`config.mk`:
```
export PLATFORM = sky130hd
export DESIGN_NAME = idma_xif_txn_scheduler
export DESIGN_NICKNAME = d
export VERILOG_FILES = /design/src/rtl/idma_xif_txn_scheduler.sv
export SDC_FILE = /design/constraint.sdc
export NUM_CORES = 1
export LEC_CHECK = 0
export CAP_MARGIN = 5
export CORE_MARGIN = 2
export CORE_UTILIZATION = 58
export DETAILED_ROUTE_END_ITERATION = 16
export PLACE_DENSITY = 0.78
export SYNTH_ARGS = -nofsm -noshare
export SYNTH_HDL_FRONTEND = slang
export SYNTH_SLANG_ARGS = --single-unit
```
`constraint.sdc`:
```
create_clock -name clk_i -period 14.5 [get_ports clk_i]
set_clock_uncertainty 0.05 [all_clocks]
set_input_delay 2.175 -clock clk_i [delete_from_list [all_inputs] [get_ports clk_i]]
set_output_delay 2.175 -clock clk_i [all_outputs]
set_load 0.005 [all_outputs]
```
`src/rtl/idma_xif_txn_scheduler.sv`:
```
// Transfer scheduler for Xif-decoded iDMA commands: per-direction command queues,
// transfer ID assignment, round-robin issue to the frontend, in-order completion tracking.
//
// state   | meaning
// --------+------------------------------------------------------------
// S_IDLE  | no request held; waiting for a queued command and credit
// S_ISSUE | request register valid on req_*, waiting for req_ready_i
module idma_xif_txn_scheduler #(
    parameter int QUEUE_DEPTH     = 4,
    parameter int MAX_OUTSTANDING = 4,
    parameter int ADDR_W          = 32,
    parameter int LEN_W           = 32,
    parameter int ID_W            = 8
) (
    input  logic              clk_i,
    input  logic              rst_ni,
    input  logic              cmd_valid_i,
    output logic              cmd_ready_o,
    input  logic              cmd_dir_i,
    input  logic [ADDR_W-1:0] cmd_src_i,
    input  logic [ADDR_W-1:0] cmd_dst_i,
    input  logic [LEN_W-1:0]  cmd_len_i,
    output logic [ID_W-1:0]   cmd_id_o,
    output logic              req_valid_o,
    input  logic              req_ready_i,
    output logic              req_dir_o,
    output logic [ADDR_W-1:0] req_src_o,
    output logic [ADDR_W-1:0] req_dst_o,
    output logic [LEN_W-1:0]  req_len_o,
    output logic [ID_W-1:0]   req_id_o,
    input  logic              rsp_valid_i,
    input  logic              rsp_error_i,
    output logic              done_valid_o,
    output logic [ID_W-1:0]   done_id_o,
    output logic              err_o,
    input  logic              clr_err_i,
    output logic              busy_o
);

    localparam int QW  = (QUEUE_DEPTH > 1) ? $clog2(QUEUE_DEPTH) : 1;
    localparam int QCW = $clog2(QUEUE_DEPTH + 1);
    localparam int TW  = (MAX_OUTSTANDING > 1) ? $clog2(MAX_OUTSTANDING) : 1;
    localparam int OW  = $clog2(MAX_OUTSTANDING + 1);

    typedef struct packed {
        logic [ADDR_W-1:0] src;
        logic [ADDR_W-1:0] dst;
        logic [LEN_W-1:0]  len;
        logic [ID_W-1:0]   id;
    } entry_t;

    typedef enum logic {S_IDLE, S_ISSUE} state_t;

    state_t          state;
    logic            rr_dir;
    logic [ID_W-1:0] next_id;
    logic [OW-1:0]   outstanding;

    entry_t          q_mem [2][QUEUE_DEPTH];
    logic [QW-1:0]   q_wr [2];
    logic [QW-1:0]   q_rd [2];
    logic [QCW-1:0]  q_cnt [2];
    entry_t          q_head [2];
    logic [1:0]      q_empty;
    logic [1:0]      q_full;
    logic [1:0]      q_push;
    logic [1:0]      q_pop;

    logic [ID_W-1:0] trk_mem [MAX_OUTSTANDING];
    logic [TW-1:0]   trk_wr;
    logic [TW-1:0]   trk_rd;

    logic            req_hs;
    logic            rsp_acc;
    logic            can_grant;
    logic            gnt_dir;
    entry_t          gnt_entry;
    logic [OW:0]     out_eff;

    function automatic logic [QW-1:0] q_next(input logic [QW-1:0] p);
        return (p == QW'(QUEUE_DEPTH - 1)) ? '0 : p + QW'(1);
    endfunction

    function automatic logic [TW-1:0] t_next(input logic [TW-1:0] p);
        return (p == TW'(MAX_OUTSTANDING - 1)) ? '0 : p + TW'(1);
    endfunction

    always_comb begin
        for (int d = 0; d < 2; d++) begin
            q_empty[d] = (q_cnt[d] == '0);
            q_full[d]  = (q_cnt[d] == QCW'(QUEUE_DEPTH));
            q_head[d]  = q_mem[d][q_rd[d]];
        end
    end

    assign cmd_ready_o = !q_full[cmd_dir_i];
    assign cmd_id_o    = next_id;

    assign req_hs  = (state == S_ISSUE) && req_ready_i;
    assign rsp_acc = rsp_valid_i && (outstanding != '0);

    // Credit check includes the request retiring this cycle so back-to-back issue never overshoots.
    assign out_eff   = {1'b0, outstanding} + {{OW{1'b0}}, req_hs};
    assign can_grant = ((state == S_IDLE) || req_hs)
                       && (out_eff < (OW+1)'(MAX_OUTSTANDING))
                       && !(&q_empty);
    assign gnt_dir   = q_empty[0] ? 1'b1 : (q_empty[1] ? 1'b0 : rr_dir);
    assign gnt_entry = q_head[gnt_dir];

    always_comb begin
        for (int d = 0; d < 2; d++) begin
            q_push[d] = cmd_valid_i && cmd_ready_o && (cmd_dir_i == d[0]);
            q_pop[d]  = can_grant && (gnt_dir == d[0]);
        end
    end

    always_ff @(posedge clk_i) begin
        if (!rst_ni) begin
            next_id <= '0;
            for (int d = 0; d < 2; d++) begin
                q_wr[d]  <= '0;
                q_rd[d]  <= '0;
                q_cnt[d] <= '0;
            end
        end else begin
            if (cmd_valid_i && cmd_ready_o) begin
                next_id <= next_id + ID_W'(1);
            end
            for (int d = 0; d < 2; d++) begin
                if (q_push[d]) begin
                    q_mem[d][q_wr[d]] <= '{src: cmd_src_i, dst: cmd_dst_i, len: cmd_len_i, id: next_id};
                    q_wr[d]           <= q_next(q_wr[d]);
                end
                if (q_pop[d]) begin
                    q_rd[d] <= q_next(q_rd[d]);
                end
                if (q_push[d] && !q_pop[d]) begin
                    q_cnt[d] <= q_cnt[d] + QCW'(1);
                end else if (!q_push[d] && q_pop[d]) begin
                    q_cnt[d] <= q_cnt[d] - QCW'(1);
                end
            end
        end
    end

    // In-order ID tracker; its occupancy always equals outstanding.
    always_ff @(posedge clk_i) begin
        if (!rst_ni) begin
            trk_wr <= '0;
            trk_rd <= '0;
        end else begin
            if (req_hs) begin
                trk_mem[trk_wr] <= req_id_o;
                trk_wr          <= t_next(trk_wr);
            end
            if (rsp_acc) begin
                trk_rd <= t_next(trk_rd);
            end
        end
    end

    always_ff @(posedge clk_i) begin
        if (!rst_ni) begin
            state        <= S_IDLE;
            rr_dir       <= 1'b0;
            outstanding  <= '0;
            req_valid_o  <= 1'b0;
            req_dir_o    <= 1'b0;
            req_src_o    <= '0;
            req_dst_o    <= '0;
            req_len_o    <= '0;
            req_id_o     <= '0;
            done_valid_o <= 1'b0;
            done_id_o    <= '0;
            err_o        <= 1'b0;
            busy_o       <= 1'b0;
        end else begin
            if (can_grant) begin
                state       <= S_ISSUE;
                req_valid_o <= 1'b1;
                req_dir_o   <= gnt_dir;
                req_src_o   <= gnt_entry.src;
                req_dst_o   <= gnt_entry.dst;
                req_len_o   <= gnt_entry.len;
                req_id_o    <= gnt_entry.id;
                rr_dir      <= !gnt_dir;
            end else if (req_hs) begin
                state       <= S_IDLE;
                req_valid_o <= 1'b0;
            end

            if (req_hs && !rsp_acc) begin
                outstanding <= outstanding + OW'(1);
            end else if (!req_hs && rsp_acc) begin
                outstanding <= outstanding - OW'(1);
            end

            done_valid_o <= rsp_acc;
            if (rsp_acc) begin
                done_id_o <= trk_mem[trk_rd];
            end

            if (rsp_acc && rsp_error_i) begin
                err_o <= 1'b1;
            end else if (clr_err_i) begin
                err_o <= 1'b0;
            end

            busy_o <= !(&q_empty) || (state == S_ISSUE) || (outstanding != '0);
        end
    end

endmodule

```
==> results by group <==
Outcome
  – Outcome: completed

Final layout
  – Commonest non-fill, non-tap cell in the layout: edfxtp_1
  – Top library cells by usage in the layout, fill and taps aside: edfxtp_1, clkdlybuf4s50_1, mux4_2
  – Total number of nets in the final design: about 2200
  – Final standard cell area without fillers: approximately 44000 um^2
  – Count of fill cells added during filler insertion: 3991
  – Area overhead of the layout relative to synthesis: 16.4%
  – Ratio of cells with drive above 1 in the final layout: about 19%
  – Fin util: about 68%

Die
  – Die Span X: ~260 um
  – Initial core utilization: 58.4%
  – Core Box Area: approximately 65000 um^2
  – Die boundary height: 261 um
  – Die Outline Area: 67900 um^2
  – Placement Rows: 94
  – IO Count: 230

STA
  – Slew Limit Headroom: approximately a quarter
  – Transition time of the tightest slew-check pin: around 1.1 ns
  – Total of endpoints with negative setup slack in the final report: 0
  – RSZ-0062 raised after global routing: no
  – Post-layout minimum cycle time: 6.06 ns
  – Setup TNS after final layout: 0 ns
  – Period Utilization, post-route: a little over two fifths
  – Final number of max-transition violations: 0
  – Peak Freq: 165 MHz
  – Number of hold violations in the final report: 0

Route
  – Number of DRC markers after the initial detailed-route iteration: roughly 1700
  – Detailed-route wire length: between 80000 and 90000 um
  – Mean routed wirelength per cell: 26.9 um
  – Vias/cell: between 6 and 7
  – Total number of vias: between 15000 and 20000
  – Initial DRT Pass Iterations: 6
  – DRC violation count after routing: 0
  – Antenna Nets Post-Route: 0

GRT
  – Global-route wire length before repair: about 120000 um
  – Global-route usage over all layers: around 24%
  – Largest net degree at the start of global routing: 97
  – Number of antenna violations at the first check in global routing: 17
  – Via count of the first global-routing pass: ~20000
  – Grt ovf: 0

Clock network
  – TritonCTS clock tree: done
  – CTS Buf Count: 96
  – Number of buffers inserted for hold repair after clock tree synthesis: 0
  – CTS H-Tree Depth: 3
  – CTS clk-pin slew, worst paths: roughly 0.060 ns
  – Clock sinks: between 1000 and 1500
  – Root buffer cell: clkbuf_16
  – Post_cts resized: 0
  – Skew-Pair Late Insertion Delay: between 0.6 and 0.7 ns
  – Setup Buffers After CTS: 0
  – Worst-case clock buffer depth: 3

Synth
  – Cell type contributing the most total cell area after synthesis: edfxtp_1
  – Synthesized instance count: roughly 1800
  – Average size of a mapped cell: between 20 and 25 um^2
  – Area share of the largest cell type after synthesis: between 60% and 70%
  – Net count after synthesis: between 1500 and 2000
  – Sequential-to-total area share from yosys stat: approximately 76%
  – Async S/R FF share, synth: 0%
  – Top area cells in the synthesized netlist: edfxtp_1, mux4_2, dfxtp_1, mux2i_1, o211a_1
  – Post-synthesis sequential element count: around 1000
  – Number of warnings reported in the yosys synthesis log: 0
  – Commonest register cell after synthesis: edfxtp_1
  – Number of synthesized flops with an enable pin: 878
  – Synthesized cell area: 38200 um^2
  – Number of distinct library cell variants in the gate-level netlist after synthesis: 50

Job
  – Max cap viols: 0

Placement
  – Area after detailed placement: slightly above 40000 um^2
  – IO buf count: between 200 and 250
  – DP Wirelength: approximately 44000 um
  – Last weighted congestion value of the routability-driven placer: roughly 0.77

Critical path
  – Max Fanout on Critical Path: 7
  – Startpoint-to-endpoint class of the critical path: input pin to primary output
  – Number of cells on the worst reg-to-reg path: 6
  – Crit. End Element: primary output
  – Kind of start point of the critical path: input pin
  – WP data arrival: between 3 and 4 ns
  – Required @ worst endpoint: ~12 ns

Pwr
  – Power density over the cells: ~190 nW/um^2
  – Power after layout: between 8000 and 9000 uW
  – Worst supply voltage drop on vdd: 165 uV
  – Static power due to leakage: about 0.015 uW

Min path
  – Worst hold path cell count: 2
  – Class of the most critical hold timing path: register to register
==> layer usage <==
layer	vias up	global-route usage [%]	wire length (um)
li1	7967	-	-
met1	9952	32.2	32100
met2	698	40.6	42200
met3	145	4.32	5000
met4	14	9.29	2270
met5	-	0	90
==> final cells by class <==
class,instances,area (um^2),share of cell area (%)
Multi-Input combinational cell,700,8630,19.4
Clock buffer,128,2620,5.88
Antenna cell,12,30.0,0.0676
Timing Repair Buffer,254,2490,5.60
Inverter,19,71.3,0.160
Tap cell,864,1080,2.43
Clock inverter,50,490,1.10
Sequential cell,1011,29000,65.3
==> power breakdown <==
| group | internal (uW) | switching [uW] | total [uW] |
|---|---|---|---|
| clock network | 1430 | 1040 | 2470 |
| registers | 3410 | 183 | 3590 |
| logic | 1120 | 1120 | 2240 |
| total | 5950 | 2350 | 8300 |
==> cells in the mapped netlist, drive strengths merged, types with 2 or more instances <==
library cell,count
xor2,4
nor2,13
dfxtp,133
and3,10
inv,19
or2,3
mux4,216
buf,63
xnor2,6
fa,2
mux2i,106
clkbuf,42
o21ai,7
nor3,7
edfxtp,878
a211oi,2
nand4,3
nor2b,9
ha,20
nand2,138
a21oi,6
o211a,104
a21boi,13
nor3b,6
or3,5
and2,6
==> cell families (layout without fill, tap and decap cells) <==
family	after synthesis	count (layout)	share of synthesized area, %
mux	323	323	15.6
buf+inv	124	451	1.48
fa+ha+maj	22	22	0.761
compound gates	142	142	3.47
xor+xnor	10	10	0.229
flops	1011	1011	76.1
other cells	0	12	0
simple gates	203	203	2.44
==> worst max-delay path, cell delays in order <==
cell             delay (ns)
clkdlybuf4s50_1        0.58
nor4b_2                0.48
a21oi_1                0.11
clkdlybuf4s50_1        0.48
==> flip-flops by register name, indices dropped and copies added, names as in the netlist, 2 cells and up <==
register     cells
q_mem          832
done_id_o        8
q_cnt            6
req_id_o         8
trk_wr           2
q_wr             4
trk_mem         32
q_rd             4
cmd_id_o         8
req_src_o       32
trk_rd           2
req_len_o       32
outstanding      3
req_dst_o       32
==> final timing paths <==
kind | from | end | slack (ns)
max reg2reg | q_rd[0][2] | req_src_o[7] | 10.17
min reg2reg | done_id_o[0] | done_id_o[0] | 0.42
min | done_id_o[0] | done_id_o[0] | 0.42
max | cmd_dir_i | cmd_ready_o | 8.44
==> per-stage QoR <==
| step | setup slack [ns] | instances | hold WS, ns |
|---|---|---|---|
| 4_1_cts | 8.45 | 3026 | 0.424 |
| 5_1_grt | 8.38 | 3035 | 0.459 |
| 6_report | 8.44 | 3038 | 0.424 |
| 3_3_place_gp | 8.47 | 2848 | 0.405 |
| 3_5_place_dp | 8.45 | 2848 | 0.416 |
| 2_1_floorplan | 6.54 | 1835 | 0.408 |
(Power assumes the default switching activity.)
